File: src/rtl/plic_ng.sv
// -----------------------------------------------------------------------------
// plic_ng - second-generation platform interrupt controller.
//
// Arbitrates NUM_SRC external interrupt lines by programmable priority against
// a threshold. Edge-type sources are latched as pending; level-type sources
// follow their line. Exactly one interrupt may be in service at a time: once a
// delivery is accepted no further delivery happens until mret retires. The
// block can optionally wait for a WFI before delivering. It can also
// optionally treat source 0 as a notify event that restricts delivery to a
// single target source.
//
// Ports
//   clk           single clock
//   rst           asynchronous, active-low reset
//   interrupt_i   raw interrupt lines, one per source
//   cfg_en_i      per-source enable
//   cfg_prio_i    packed priorities, source i at [i*PRIO_BITS +: PRIO_BITS]
//   cfg_thresh_i  delivery threshold (priority must be strictly greater)
//   ifid_en_i     pipeline accepts the trap (acknowledge while delivering)
//   csr_wfi_i     WFI in execution
//   csr_mret_i    mret retiring (only meaningful while in service)
//   csr_retpc_i   return PC presented by the CSR unit
//   int_taken_o   trap request, high for the whole delivery
//   int_id_o      delivered source index + 1, held through service, else 0
//   mretpc_o      return PC captured when the delivery was accepted
//   pend_o        registered pending vector for status
// -----------------------------------------------------------------------------
module plic_ng #(
    parameter int                 NUM_SRC   = 4,
    parameter int                 PRIO_BITS = 2,
    parameter int                 ID_BITS   = 3,
    parameter int                 ADDR_BITS = 32,
    parameter logic [NUM_SRC-1:0] EDGE_MASK = 4'b0011,
    parameter bit                 WFI_ONLY  = 1'b1,
    parameter bit                 LOCK_EN   = 1'b1,
    parameter int                 LOCK_TGT  = 1
) (
    input  logic                           clk,
    input  logic                           rst,
    input  logic [NUM_SRC-1:0]             interrupt_i,
    input  logic [NUM_SRC-1:0]             cfg_en_i,
    input  logic [NUM_SRC*PRIO_BITS-1:0]   cfg_prio_i,
    input  logic [PRIO_BITS-1:0]           cfg_thresh_i,
    input  logic                           ifid_en_i,
    input  logic                           csr_wfi_i,
    input  logic                           csr_mret_i,
    input  logic [ADDR_BITS-1:0]           csr_retpc_i,
    output logic                           int_taken_o,
    output logic [ID_BITS-1:0]             int_id_o,
    output logic [ADDR_BITS-1:0]           mretpc_o,
    output logic [NUM_SRC-1:0]             pend_o
);

    typedef enum logic [1:0] {
        ST_IDLE    = 2'd0,
        ST_ARMED   = 2'd1,
        ST_DELIVER = 2'd2,
        ST_SERVICE = 2'd3
    } state_t;

    // Interrupt ID of a source index (index + 1, 0 is reserved for "none").
    function automatic logic [ID_BITS-1:0] src_id(input int idx);
        return ID_BITS'(idx + 1);
    endfunction

    state_t                 state_r;
    state_t                 state_s;
    logic [NUM_SRC-1:0]     irq_prev_r;
    logic                   prime_r;
    logic [NUM_SRC-1:0]     edge_s;
    logic [NUM_SRC-1:0]     clr_s;
    logic [NUM_SRC-1:0]     pend_edge_r;
    logic [NUM_SRC-1:0]     pend_edge_s;
    logic [NUM_SRC-1:0]     pend_s;
    logic [NUM_SRC-1:0]     pend_o_r;
    logic [NUM_SRC-1:0]     elig_s;
    logic [PRIO_BITS-1:0]   prio_s [NUM_SRC];
    logic                   lock_r;
    logic                   lock_s;
    logic                   win_vld_s;
    logic [PRIO_BITS-1:0]   win_prio_s;
    logic [ID_BITS-1:0]     win_id_s;
    logic [ID_BITS-1:0]     id_r;
    logic [ID_BITS-1:0]     id_s;
    logic                   accept_s;
    logic                   taken_r;
    logic [ADDR_BITS-1:0]   mretpc_r;

    assign accept_s = (state_r == ST_DELIVER) && ifid_en_i;

    // Edge detection, pending set/clear and the status view of pending.
    always_comb begin
        // prime_r is low for the first cycle after reset so that a line that
        // was already high before reset is not mistaken for a fresh edge.
        edge_s = interrupt_i & ~irq_prev_r & {NUM_SRC{prime_r}};
        for (int i = 0; i < NUM_SRC; i++) begin
            clr_s[i] = accept_s && (id_r == src_id(i));
        end
        // A new edge in the same cycle as the clear keeps the bit pending.
        pend_edge_s = ((pend_edge_r & ~clr_s) | edge_s) & EDGE_MASK;
        pend_s      = (pend_edge_r & EDGE_MASK) | (interrupt_i & ~EDGE_MASK);
    end

    // Lock state: set by a source-0 edge, released when the target is accepted.
    always_comb begin
        if (!LOCK_EN) begin
            lock_s = 1'b0;
        end else if (accept_s && (id_r == src_id(LOCK_TGT))) begin
            lock_s = 1'b0;
        end else if (edge_s[0]) begin
            lock_s = 1'b1;
        end else begin
            lock_s = lock_r;
        end
    end

    // Per-source eligibility: pending, enabled, above threshold, lock filter.
    always_comb begin
        for (int i = 0; i < NUM_SRC; i++) begin
            prio_s[i] = cfg_prio_i[i*PRIO_BITS +: PRIO_BITS];
            if (LOCK_EN && (i == 0)) begin
                elig_s[i] = 1'b0;
            end else if (LOCK_EN && lock_r && (i != LOCK_TGT)) begin
                elig_s[i] = 1'b0;
            end else begin
                elig_s[i] = pend_s[i] && cfg_en_i[i] && (prio_s[i] > cfg_thresh_i);
            end
        end
    end

    // Highest-priority eligible source; strict compare keeps the lowest index on ties.
    always_comb begin
        win_vld_s  = 1'b0;
        win_prio_s = '0;
        win_id_s   = '0;
        for (int i = 0; i < NUM_SRC; i++) begin
            if (elig_s[i] && (!win_vld_s || (prio_s[i] > win_prio_s))) begin
                win_vld_s  = 1'b1;
                win_prio_s = prio_s[i];
                win_id_s   = src_id(i);
            end else begin
                win_vld_s  = win_vld_s;
            end
        end
    end

    // Delivery FSM next state; the winner is latched only on entry to DELIVER.
    always_comb begin
        state_s = state_r;
        id_s    = id_r;
        case (state_r)
            ST_IDLE: begin
                if (WFI_ONLY) begin
                    if (csr_wfi_i) begin
                        state_s = ST_ARMED;
                    end else begin
                        state_s = ST_IDLE;
                    end
                end else if (win_vld_s) begin
                    state_s = ST_DELIVER;
                    id_s    = win_id_s;
                end else begin
                    state_s = ST_IDLE;
                end
            end
            ST_ARMED: begin
                if (win_vld_s && !csr_wfi_i) begin
                    state_s = ST_DELIVER;
                    id_s    = win_id_s;
                end else begin
                    state_s = ST_ARMED;
                end
            end
            ST_DELIVER: begin
                if (ifid_en_i) begin
                    state_s = ST_SERVICE;
                end else begin
                    state_s = ST_DELIVER;
                end
            end
            ST_SERVICE: begin
                if (csr_mret_i) begin
                    state_s = ST_IDLE;
                    id_s    = '0;
                end else begin
                    state_s = ST_SERVICE;
                end
            end
            default: begin
                state_s = ST_IDLE;
                id_s    = '0;
            end
        endcase
    end

    // Line history, pending latches and lock register.
    always_ff @(posedge clk or negedge rst) begin
        if (!rst) begin
            irq_prev_r  <= '0;
            prime_r     <= 1'b0;
            pend_edge_r <= '0;
            lock_r      <= 1'b0;
        end else begin
            irq_prev_r  <= interrupt_i;
            prime_r     <= 1'b1;
            pend_edge_r <= pend_edge_s;
            lock_r      <= lock_s;
        end
    end

    // FSM state and latched delivery ID.
    always_ff @(posedge clk or negedge rst) begin
        if (!rst) begin
            state_r <= ST_IDLE;
            id_r    <= '0;
        end else begin
            state_r <= state_s;
            id_r    <= id_s;
        end
    end

    // Registered outputs: trap request, saved return PC, pending status.
    always_ff @(posedge clk or negedge rst) begin
        if (!rst) begin
            taken_r  <= 1'b0;
            mretpc_r <= '0;
            pend_o_r <= '0;
        end else begin
            taken_r  <= (state_s == ST_DELIVER);
            if (accept_s) begin
                mretpc_r <= csr_retpc_i;
            end else begin
                mretpc_r <= mretpc_r;
            end
            pend_o_r <= pend_edge_s | (interrupt_i & ~EDGE_MASK);
        end
    end

    assign int_taken_o = taken_r;
    assign int_id_o    = id_r;
    assign mretpc_o    = mretpc_r;
    assign pend_o      = pend_o_r;

endmodule

File: config.mk
export PLATFORM = sky130hd
export DESIGN_NAME = plic_ng
export DESIGN_NICKNAME = d
export VERILOG_FILES = /design/src/rtl/plic_ng.sv
export SDC_FILE = /design/constraint.sdc
export NUM_CORES = 1
export LEC_CHECK = 0
export ABC_CLOCK_PERIOD_IN_PS = 7500
export CAP_MARGIN = 20
export CORE_MARGIN = 2
export CORE_UTILIZATION = 44
export DETAILED_ROUTE_END_ITERATION = 16
export GPL_TIMING_DRIVEN = 0
export PLACE_DENSITY = 0.85
export SLEW_MARGIN = 0
export SYNTH_ARGS = -nofsm -noshare
export SYNTH_HDL_FRONTEND = slang
export SYNTH_SLANG_ARGS = --single-unit
export TNS_END_PERCENT = 50
File: constraint.sdc
create_clock -name clk -period 7.5 [get_ports clk]
set_clock_uncertainty 0.2 [all_clocks]
set_input_delay 0.75 -clock clk [delete_from_list [all_inputs] [get_ports clk]]
set_output_delay 0.75 -clock clk [all_outputs]
set_load 0.05 [all_outputs]
==> results_dict.tcl <==
set metrics [dict create \
    ant_nets 0 \
    hold-worst-slack_ns 0.186 \
    fin_tns_setup_ns 0 \
    syn_nets 216 \
    crit_fanout 6 \
    ctsResizeCount 0 \
    fill_cells 337 \
    clk_latency_ns 0.29 \
    vdd_drop_max_v 0.000281 \
    hold_buffers 0 \
    coreArea_um2 4410 \
    fin_crit_sh_pct 54.8 \
    path_clk_slew_ns 0.08 \
    area_growth_pct 52.0 \
    hpwl_um 3800 \
    die_x_um 72.3 \
    cp-end-kind "flop" \
    outcome "complete, no violations" \
    portBuffers 91 \
    path_class "input pin to flop" \
    finalMaxSlewViolations 0 \
    rsz0062_at_grt "false" \
    routed_wl_um 4780 \
    htree_levels 2 \
    clockRootBuffer "clkbuf_8" \
    p_per_area_nw_per_um2 396 \
    rows 24 \
    synth.distinct_cells 31 \
    ys_seq_elements 46 \
    layout.nets 315 \
    fmax_mhz 243 \
    utilization_pct 70.7 \
    crit_arrival_ns 4.09 \
    cts_setup_buffers 0 \
    seq_area_frac_synth_pct 56.1 \
    tritoncts.num_buffers 5 \
    drt_iter0_markers 42 \
    vias 1552 \
    grt_pass1_wl_um 7690 \
    start_util_pct 46.5 \
    yosys_warnings 0 \
    postLayoutCellArea_um2 3120 \
    tightest_slew_ns 0.540 \
    hp-class "input pin to asynchronous set/reset pin" \
    drc_errors 0 \
    antenna_found_initial 0 \
    cts.sinks 46 \
    gp_congestion 0.788 \
    dr.pass1.iters 4 \
    cts_tree "built" \
    pin_count 95 \
    power_leakage_uw 0.00138 \
    setup_viol 0 \
    drive_gt1_share_pct 9.20 \
    syn-mean-instance-area_um2 13.6 \
    maxSlewHeadroom_pct 63.9 \
    multi_input_area_um2 843 \
    worstSetupStartpointType "input pin" \
    grt_overflow 0 \
    post_synth_instance_area_um2 2050 \
    vias_per_cell 5.14 \
    cap_viol_max_count 0 \
    synth_cells 151 \
    required_ns 7.48 \
    regArea_um2 1150 \
    finalHoldViolCount 0 \
    grt_use_total_pct 19.5 \
    num_antenna_cells 0 \
    grt_pass1_vias 1532 \
    period_needed_ns 4.11 \
    post_dp_cell_area_um2 3040 \
    grt_max_degree 29 \
    die_h_um 72.3 \
    clock_path_buffers 2 \
    post_drt_wl_per_cell_um 15.8 \
    die-area_um2 5230 \
    p_total_uw 1230 \
]
==> layout make-up <==
type	count	area share (%)
clock buffer	7	2.45
sequential	46	36.9
tap	52	2.09
timing repair buffer	92	29.7
multi-input combinational	91	27.0
inverter	10	1.20
buffer	4	0.642
==> power by group <==
group | internal [uW] | leakage, uW | switching [uW]
sequential | 346 | 0.000568 | 50.6
clock | 64.3 | 0.0000383 | 75.9
combinational | 254 | 0.000773 | 443
==> synth_stat cells <==
cell type	count	share of area (%)
mux2_1	29	16
nand3b_1	2	0.73
nor2_1	4	0.73
nand2_1	8	1.5
mux2_2	4	2.2
conb_1	1	0.18
nor2b_1	2	0.61
o2111a_2	1	0.61
clkinv_1	1	0.18
o31ai_4	1	1.0
o21a_1	1	0.37
a21boi_4	1	0.91
o21ai_0	3	0.73
nor4b_2	1	0.73
ha_1	10	6.1
o41ai_1	1	0.43
nor3b_2	1	0.61
nand2b_1	2	0.61
a211o_1	1	0.43
a32o_1	3	1.5
or2_1	1	0.31
a221oi_2	2	1.5
and2_1	2	0.61
inv_1	9	1.6
buf_2	4	0.98
nand3b_2	1	0.55
nand3_1	3	0.73
o21ai_1	2	0.49
o31ai_1	1	0.37
a21oi_1	3	0.73
dfrtp_1	46	56
==> layer usage <==
metal	share of wire, %	GRT usage (%)	vias up	routed length (um)
met5	0	0	-	0
met3	5.4	4.58	9	258
met4	2.4	7.76	0	115
met1	41	23.3	757	1980
li1	-	-	732	-
met2	51	33.7	54	2420
==> flip-flops by register name (all words and copies together) (netlist names) <==
name and cells:
state_r 2, prime_r 1, int_id_o 3, int_taken_o 1
lock_r 1, mretpc_o 32, pend_o 4, irq_prev_r 2
==> worst max-delay path: stages <==
cell,delay (ns)
clkdlybuf4s50_1,0.45
inv_1,0.06
ha_1,0.28
nor2b_1,0.12
o2111a_2,0.31
nand2_1,0.11
ha_1,0.29
nor2b_1,0.14
o21ai_0,0.29
a21boi_4,0.12
mux2_1,0.33
ha_1,0.18
inv_1,0.06
a21oi_1,0.06
a21oi_1,0.12
o21ai_1,0.11
a32o_1,0.31
==> layout by cell type (no fill, tap or decap), drive strengths merged, types with 4 or more instances in the layout <==
cell,count
o21ai,5
nor2,4
ha,10
clkdlybuf4s50,90
mux2,33
nand2,8
buf,6
clkbuf,7
inv,9
dfrtp,46
==> cells by family after synthesis <==
kind of cell / count (synthesis) / synth area share [%]
flip-flops: 46 / 56.1
AO/OA/AOI/OAI: 20 / 9.02
other: 1 / 0.183
adder cells (fa/ha/maj): 10 / 6.10
buffers and inverters: 14 / 2.80
AND/OR/NAND/NOR: 27 / 7.68
multiplexers: 33 / 18.1
==> final timing paths <==
path,start,end,slack (ns),cells past startpoint
max,cfg_thresh_i[1],int_id_o[1],3.39,17
min,rst,mretpc_o[19],0.19,1
max reg2reg,pend_o[1],int_id_o[1],4.36,13
min reg2reg,irq_prev_r[0],pend_o[0],0.24,1
max in group asynchronous,rst,int_id_o[0],6.42,2
min in group clk,irq_prev_r[0],pend_o[0],0.24,1
==> metrics by stage <==
| stage | setup slack (ns) | instances |
|---|---|---|
| 2_1_floorplan | 3.80 | 151 |
| 3_3_place_gp | 3.12 | 294 |
| 3_5_place_dp | 3.10 | 295 |
| 4_1_cts | 3.40 | 302 |
| 5_1_grt | 3.24 | 302 |
| 6_report | 3.39 | 302 |
No activity file was read; power rests on OpenSTA's default activity.
